$ cat config.mk
export PLATFORM = sky130hd
export DESIGN_NAME = mux_sel_scanner
export DESIGN_NICKNAME = d
export VERILOG_FILES = /design/src/rtl/mux_sel_scanner.sv
export SDC_FILE = /design/constraint.sdc
export NUM_CORES = 1
export LEC_CHECK = 0
export CAP_MARGIN = 20
export CORE_AREA = 4 4 41 43
export DETAILED_ROUTE_END_ITERATION = 7
export DIE_AREA = 0 0 45 47
export GPL_TIMING_DRIVEN = 0
export HOLD_SLACK_MARGIN = 0.05
export PLACE_DENSITY = 0.62
export SKIP_CTS_REPAIR_TIMING = 1
export SLEW_MARGIN = 30
export SYNTH_ARGS = -nofsm -noshare
export SYNTH_HDL_FRONTEND = slang
export SYNTH_SLANG_ARGS = --single-unit
export TNS_END_PERCENT = 100
$ cat constraint.sdc
create_clock -name clk -period 3 [get_ports clk]
set_input_delay 0.6 -clock clk [delete_from_list [all_inputs] [get_ports clk]]
set_output_delay 0.6 -clock clk [all_outputs]
set_load 0.05 [all_outputs]
$ cat src/rtl/mux_sel_scanner.sv
`default_nettype none
// ============================================================================
//  Module   : mux_sel_scanner
//  Brief    : Select sequencer for a WIDTH:1 mux. Latches a word through a
//             valid/ready handshake, then walks the mux select across every
//             index (one index per un-held clock) so the mux output becomes
//             a serial bit stream. Flags live beats and the final beat, and
//             pulses done once the word has been fully consumed.
//  Revision : 1.0 - initial release
// ============================================================================
module mux_sel_scanner #(
  // Word width and number of mux inputs; must be 2 or more.
  parameter int WIDTH     = 4,
  // Scan order: 0 walks index 0 up to WIDTH-1, 1 walks WIDTH-1 down to 0.
  parameter bit MSB_FIRST = 1'b0
) (
  input  logic                     clk,
  input  logic                     rst,
  input  logic                     in_valid,
  input  logic [WIDTH-1:0]         in_data,
  output logic                     in_ready,
  input  logic                     hold,
  output logic [WIDTH-1:0]         mux_i,
  output logic [$clog2(WIDTH)-1:0] mux_s,
  output logic                     sel_valid,
  output logic                     last,
  output logic                     done
);

  localparam int c_sel_w = $clog2(WIDTH);

  // First and final select index of a word, set by the scan order. The
  // index is always reloaded with c_start rather than allowed to overflow,
  // which keeps it inside 0..WIDTH-1 for non-power-of-two widths.
  localparam logic [c_sel_w-1:0] c_start = MSB_FIRST ? c_sel_w'(WIDTH - 1) : '0;
  localparam logic [c_sel_w-1:0] c_end   = MSB_FIRST ? '0 : c_sel_w'(WIDTH - 1);
  localparam logic [c_sel_w-1:0] c_one   = c_sel_w'(1);

  typedef enum logic [0:0] {
    S_IDLE = 1'b0,
    S_SCAN = 1'b1
  } state_t;

  state_t               r_state;
  state_t               w_state_next;
  logic [WIDTH-1:0]     r_mux_i;
  logic [WIDTH-1:0]     w_mux_i_next;
  logic [c_sel_w-1:0]   r_mux_s;
  logic [c_sel_w-1:0]   w_mux_s_next;
  logic [c_sel_w-1:0]   w_step_s;
  logic                 r_sel_valid;
  logic                 w_sel_valid_next;
  logic                 r_done;
  logic                 w_done_next;
  logic                 w_last;
  logic                 w_in_ready;

  // Select index one step closer to c_end, direction fixed by scan order.
  generate
    if (MSB_FIRST) begin : g_scan_down
      assign w_step_s = r_mux_s - c_one;
    end else begin : g_scan_up
      assign w_step_s = r_mux_s + c_one;
    end
  endgenerate

  // The final beat is the live beat sitting on the end index.
  assign w_last = r_sel_valid && (r_mux_s == c_end);

  // A new word may enter while idle, or on the very cycle the final beat of
  // the current word is consumed, which gives gap-free back-to-back words.
  assign w_in_ready = (r_state == S_IDLE) ||
                      ((r_state == S_SCAN) && w_last && !hold);

  // Next-state and next-register values; everything holds unless told otherwise.
  always_comb begin
    w_state_next     = r_state;
    w_mux_i_next     = r_mux_i;
    w_mux_s_next     = r_mux_s;
    w_sel_valid_next = r_sel_valid;
    w_done_next      = 1'b0;
    case (r_state)
      S_IDLE: begin
        w_sel_valid_next = 1'b0;
        if (in_valid) begin
          w_mux_i_next     = in_data;
          w_mux_s_next     = c_start;
          w_sel_valid_next = 1'b1;
          w_state_next     = S_SCAN;
        end
      end
      S_SCAN: begin
        if (!hold) begin
          if (w_last) begin
            w_done_next = 1'b1;
            if (in_valid) begin
              w_mux_i_next     = in_data;
              w_mux_s_next     = c_start;
              w_sel_valid_next = 1'b1;
            end else begin
              w_sel_valid_next = 1'b0;
              w_state_next     = S_IDLE;
            end
          end else begin
            w_mux_s_next = w_step_s;
          end
        end
      end
      default: begin
        w_state_next     = S_IDLE;
        w_sel_valid_next = 1'b0;
      end
    endcase
  end

  // State and output registers; reset discards any word in flight.
  always_ff @(posedge clk or posedge rst) begin
    if (rst) begin
      r_state     <= S_IDLE;
      r_mux_i     <= '0;
      r_mux_s     <= '0;
      r_sel_valid <= 1'b0;
      r_done      <= 1'b0;
    end else begin
      r_state     <= w_state_next;
      r_mux_i     <= w_mux_i_next;
      r_mux_s     <= w_mux_s_next;
      r_sel_valid <= w_sel_valid_next;
      r_done      <= w_done_next;
    end
  end

  assign in_ready  = w_in_ready;
  assign mux_i     = r_mux_i;
  assign mux_s     = r_mux_s;
  assign sel_valid = r_sel_valid;
  assign last      = w_last;
  assign done      = r_done;

endmodule
`default_nettype wire

## After elaboration in Yosys (flattened, before gate mapping)

Cells that the tools add are included.

| word-level totals | value |
|---|---|
| logic and storage cells | 34 |
| bits in registers | 9 |
| bits of input ports | 8 |
| output and inout port bits | 10 |
| ROM bits | 0 |
| memory bits (writable) | 0 |
| latch bits | 0 |
| memories kept | 0 |

| cells by class | value |
|---|---|
| multiply operators | 0 |
| multiplexer cells | 18 |
| reduce and logical (&&, ||, !) cells | 6 |
| equality and inequality tests | 3 |
| add/sub/neg operators | 1 |
| bitwise gates (word level) | 1 |
| magnitude comparators | 0 |
| div/mod/pow operators | 0 |
| shift-type cells | 0 |

Operator list:

| cell | count |
|---|---|
| $mux W4 | 3 |
| $mux W1 | 8 |
| $pmux W4 S2 | 1 |
| $mux W2 | 3 |
| $pmux W1 S2 | 2 |
| $pmux W2 S2 | 1 |
| $logic_and A1 B1 Y1 | 3 |
| $add A2 B1 Y2 const B | 1 |
| $eq A2 B2 Y1 const B | 1 |
| $ne A2 B1 Y1 const B | 1 |
| $ne A2 B2 Y1 const B | 1 |
| $reduce_and A2 Y1 | 1 |
| $logic_not A1 Y1 | 1 |
| $logic_or A1 B1 Y1 | 1 |
| $not A1 Y1 | 1 |

## Depth between registers and ports, before layout

Gate-level depths: netlist of the first run.

| depth | value |
|---|---|
| depth after elaboration | 5 |
| gate-level depth with buffers | 5 |
| mapped depth without buffers | 5 |

## Worst setup path after synthesis of the first run

Ideal clock, no wire load.

| timing path | value |
|---|---|
| kind | register to output |
| from | reg r_mux_s[1], in the netlist mux_s[1] |
| to | out in_ready |
| data required time | 2.400 ns |
| cell stages (with the launch flop) | 4 |
| setup slack | 0.962 ns |
| path buffers | 0 |
| arrival time | 1.438 ns |
| cells stage by stage | dfrtp_1 -> ha_1 -> nand3b_4 -> nand2_1 |

| on the way | value |
|---|---|
| word-level cells in the longest chain between the ends | 5 |

Ends and longest elaborated chain:

| what | line | text |
|---|---|---|
| from (decl) | 48 | `logic [c_sel_w-1:0] r_mux_s;` |
| from (signal assigned) | 127 | `r_mux_s <= w_mux_s_next;` |
| $eq A2 B2 Y1 | 68 | `assign w_last = r_sel_valid && (r_mux_s == c_end);` |
| $logic_and A1 B1 Y1 | 68 |  |
| $logic_and A1 B1 Y1 (2 in series) | 73 | `((r_state == S_SCAN) && w_last && !hold);` |
| $logic_or A1 B1 Y1 | 72 | `assign w_in_ready = (r_state == S_IDLE) \|\|` |
| to (decl) | 21 | `output logic in_ready,` |

Every way passes these cells.

## Final worst setup path of the first run

| timing path | value |
|---|---|
| from | in hold |
| to | out in_ready |

| on the way | value |
|---|---|
| word-level cells in the longest chain between the ends | 3 |

Ends and longest elaborated chain:

| what | line | text |
|---|---|---|
| from (decl) | 22 | `input logic hold,` |
| $logic_not A1 Y1 | n/a |  |
| $logic_and A1 B1 Y1 | 73 |  |
| $logic_or A1 B1 Y1 | 72 |  |

Every way passes these cells.

==> results of run 1 <==
cell type report:
cell class | instances | share of cell area [%]
clock buffers | 4 | 4.21
inverters | 4 | 2.40
multi-input cells | 23 | 27.1
flip-flops and latches | 9 | 36.1
well taps | 15 | 3.01
repair buffers | 17 | 27.3
synthesized netlist by cell type, drive strengths merged:
cell type  instances  area, um^2
dfrtp              9         225
ha                 1        12.5
mux2               4        45.0
nand3b             1        20.0
a32o               1        10.0
nand2              5        18.8
nand2b             3        18.8
nor2               1        3.75
a21oi              4        23.8
inv                4        15.0
o21ai              2        10.0
or3                1        6.26
sequential cells by signal, indices dropped and copies added (netlist names):
register / cells
sel_valid: 1
done: 1
r_state: 1
mux_s: 2
mux_i: 4
cells by family after synthesis:
kind of cell	share of synthesized area [%]
mux	11.0
fa+ha+maj	3.06
compound gates	10.7
simple gates	16.5
flops	55.0
buf+inv	3.67
final timing paths:
check,startpoint,endpoint,slack [ps],cells past startpoint
min in group asynchronous,rst,mux_i[2],600,2
hold reg to reg,mux_i[2],mux_i[2],510,1
setup / recovery,hold,in_ready,250,4
hold / removal,mux_i[2],mux_i[2],510,1
max in group asynchronous,rst,mux_s[0],2140,2
setup reg to reg,mux_s[1],mux_i[0],1450,4
power breakdown:
group,total [mW],switching [mW],internal (mW)
sequential,0.212,0.0398,0.172
combinational,0.424,0.269,0.155
clock,0.0911,0.0400,0.0511
layer usage:
metal	part of all wire (%)	track usage, %	vias to the layer above
li1	-	-	167
met4	0	7.02	0
met2	42	11.0	17
met5	0	0	-
met1	45	10.2	148
met3	13	4.98	0
per-stage QoR:
| step | hold slack, ps | util [%] | total power, mW | area (um^2) | setup slack (ps) |
|---|---|---|---|---|---|
| after floorplan | 428 | - | 0.499 | 409 | 962 |
| after global placement | 491 | 46.0 | 0.636 | 598 | 254 |
| after detailed placement | 496 | 46.0 | 0.641 | 598 | 254 |
| after CTS | 509 | 48.0 | 0.735 | 624 | 249 |
| after global routing | 517 | 48.0 | 0.770 | 624 | 190 |
| final | 509 | 48.0 | 0.727 | 624 | 248 |
==> flow_summary.yaml, run 1 <==
sta:
  final_max_slew_viol_count: 0
  fin_skew_ps: 0.908
  timing.final.crit_period_ps: 2750
  post-route-period-util_pct: 91.7
  slew_headroom_pct: 66.2
  final-setup-viol-count: 0
  rsz0062_at_grt: "no"
  tns_ps: 0
  max_freq_ghz: 0.363
  hold_viol: 0
  worstMarginPinSlew_ps: 505
placed_design:
  dp.cells: 68
  place_congestion: 0.668
  port_buffers: 17
  dp_hpwl_um: 631
synthesis:
  ys_ff_latch: 9
  syn_area_um2: 409
  ys_seq_area_share_pct: 55.0
  synth_warnings: 0
  yosysUniqueCellTypes: 13
  synthesis.nets: 45
  synth.avg_cell_area_um2: 11.4
  synthCells: 36
die:
  fp.dieArea_um2: 2120
  die_x_um: 45
  io_pins: 18
  row_count: 13
  die_y_um: 47
  core_area_um2: 1300
  start_util_pct: 31.4
cells_and_area:
  antenna-diode-count: 0
  multi_input_area_um2: 169
  num-fill-cells: 126
  stdcell_count: 72
  nets: 67
  final_common_cell: "clkdlybuf4s50_1"
  area_growth_pct: 52.6
  final_cell_mix: "17 x clkdlybuf4s50_1, 9 x dfrtp_1, 5 x nand2_1"
  seqCellArea_um2: 225
  drive_above_1_share_pct: 15.8
clock_network:
  cts_buffer_depth: 2
  cts_made_buffers: 3
  cts_tree: "yes"
  clk_root_buffer_cell: "clkbuf_4"
  insertion_delay_ps: 250
  clk_pin_slew_ps: 60
  cts.sinks: 9
  h-tree-depth: 1
setup_path:
  cp_num_buf_inv: 2
  critPathKind: "in2out"
  crit_path_max_incr_delay_ps: 800
  crit_family: "buffers and inverters"
  cpMaxStageDelayCell: "clkdlybuf4s50_1"
  crit_fanout: 5
  critPathRequiredTime_ps: 2400
  crit_top_cell: "clkdlybuf4s50_1"
  critical_path.cell_chain: "clkdlybuf4s50_1, nand3b_4, nand2_1, clkdlybuf4s50_1"
  crit_arrival_ps: 2150
  critPathCaptureType: "output port"
  cp-start-kind: "input port"
power_and_ir_drop:
  ir_drop_mv: 0.514
  leakagePower_nw: 0.297
  power.density_nw_per_um2: 1160
run_status:
  outcome: "completed"
routing:
  wl_per_cell_um: 10.7
  remaining_drc_errors: 0
  drt_first_pass_iters: 2
  drt-vias-per-instance: 4.61
  vias: 332
  antenna_left: 0
  routed_wl_um: 768
  drtIter0Drc: 8
flow_run:
  max_cap_violations: 0
global_routing:
  gr-usage-all-layers_pct: 8.57
  grt_pass1_wl_um: 1210
  antenna_found_initial: 0
  first_global_vias: 300
  grt_start_max_net_pins: 10
  grt-ovfl-total: 0
hold_path:
  hp-class: "reg2reg"
No activity file was read; power rests on OpenSTA's default activity.
==> run 2, diff against run 1 <==
CTS_CLUSTER_DIAMETER = 80   (was unset)
==> results of run 2 <==
The final DEF is identical to that of run 1; final timing and power are the same.
==> run 3, diff against run 2 <==
CAP_MARGIN = unset   (was 20)
CORE_AREA = 2 2 39 41   (was 4 4 41 43)
DIE_AREA = 0 0 41 43   (was 0 0 45 47)
==> flow_summary.yaml, run 3 (same netlist as run 1, synthesis figures left out) <==
setup_path:
  crit_fanout: 5
  critPathCaptureType: "output port"
  r2r_slack_ps: 1460
  critPathRequiredTime_ps: 2400
  cp-start-kind: "input port"
  critPathKind: "in2out"
  timing.rr.start: "mux_s[1]"
  rr_endpoint: "mux_i[3]"
  crit_arrival_ps: 2150
  r2r_cells: 4
cells_and_area:
  nets: 67
  area_growth_pct: 52.9
  antenna-diode-count: 0
  final_cell_mix: "17 x clkdlybuf4s50_1, 9 x dfrtp_1, 5 x nand2_1"
  drive_above_1_share_pct: 15.8
  largest_reg_flops: 4
  final_core_util_pct: 45.2
  final_common_cell: "clkdlybuf4s50_1"
  stdcell_count: 73
hold_path:
  hp-class: "reg2reg"
  worstHoldStart: "mux_i[2]"
  min_path_cells: 1
  min_to: "mux_i[2]"
routing:
  wl_per_cell_um: 11.4
  remaining_drc_errors: 0
  drt-vias-per-instance: 4.52
  antenna_left: 0
  vias: 330
  routed_wl_um: 830
  drt_first_pass_iters: 2
  drtIter0Drc: 3
sta:
  max_freq_ghz: 0.364
  rsz0062_at_grt: "no"
  timing.final.crit_period_ps: 2750
  worstMarginPinSlew_ps: 499
  final-setup-viol-count: 0
  fin_ws_ps: 251
  hold_viol: 0
  fin_skew_ps: 8.14
  post-route-period-util_pct: 91.6
  slew_headroom_pct: 66.6
  tns_ps: 0
  final_max_slew_viol_count: 0
  holdWs_ps: 507
clock_network:
  cts_tree: "yes"
  cts.sinks: 9
  clk_pin_slew_ps: 60
  h-tree-depth: 1
  insertion_delay_ps: 260
  clk_root_buffer_cell: "clkbuf_4"
  cts_buffer_depth: 2
  cts_made_buffers: 3
global_routing:
  grt-ovfl-total: 0
  grt_start_max_net_pins: 10
  gr-usage-all-layers_pct: 12.6
  grt_pass1_wl_um: 1480
  antenna_found_initial: 0
  first_global_vias: 330
run_status:
  outcome: "completed"
placed_design:
  place_ws_ps: 250
  dp_hpwl_um: 640
  place_congestion: 0.637
  port_buffers: 17
  dp.cells: 69
die:
  die_y_um: 43
  io_pins: 18
  start_util_pct: 29.6
  die_x_um: 41
  fp.dieArea_um2: 1760
  core_area_um2: 1380
  row_count: 14
power_and_ir_drop:
  power.density_nw_per_um2: 1170
  leakagePower_nw: 0.297
  ir_drop_mv: 0.527
flow_run:
  max_cap_violations: 0
run 3: cell counts in the layout (fill, tap and decap cells not counted):
No cell type changed its count.
run 3: report_power, final:
group	switching [mW]	internal [mW]	leakage, nW
sequential	0.0390	0.172	0.108
clock	0.0436	0.0513	0.0150
combinational	0.269	0.155	0.174
run 3: critical path, cell delays in order:
cell and delay [ps]:
clkdlybuf4s50_1 470, nand3b_4 190, nand2_1 90, clkdlybuf4s50_1 800
run 3: cell type report:
class / instances / area (um^2)
timing repair buffer: 17 / 170
sequential: 9 / 225
multi-input combinational: 23 / 169
inverter: 4 / 15.0
fill: 146 / 758
clock buffer: 4 / 26.3
tap: 16 / 20.0
run 3: per-layer routing:
layer  part of all wire (%)  vias up  wire length [um]  GRT usage [%]
met2                     48       13               396           18.4
met4                    1.8        0                15           6.00
met1                     42      153               350           15.7
met3                    8.2        3                68           4.71
li1                       -      161                 -              -
met5                      0        -                 0              0
run 3: worst max path at each step:
stage                         from       end  slack (ps)  cells past startpoint
after floorplan           mux_s[1]  in_ready         960                      3
after global placement        hold  in_ready         250                      4
after detailed placement      hold  in_ready         250                      4
after CTS                     hold  in_ready         240                      4
after global routing          hold  in_ready         180                      4
final                         hold  in_ready         250                      4
run 3: stage by stage:
stage	power, mW	instance area, um^2
final	0.730	626
after floorplan	0.499	409
after CTS	0.738	626
after detailed placement	0.642	599
after global routing	0.776	626
after global placement	0.633	599
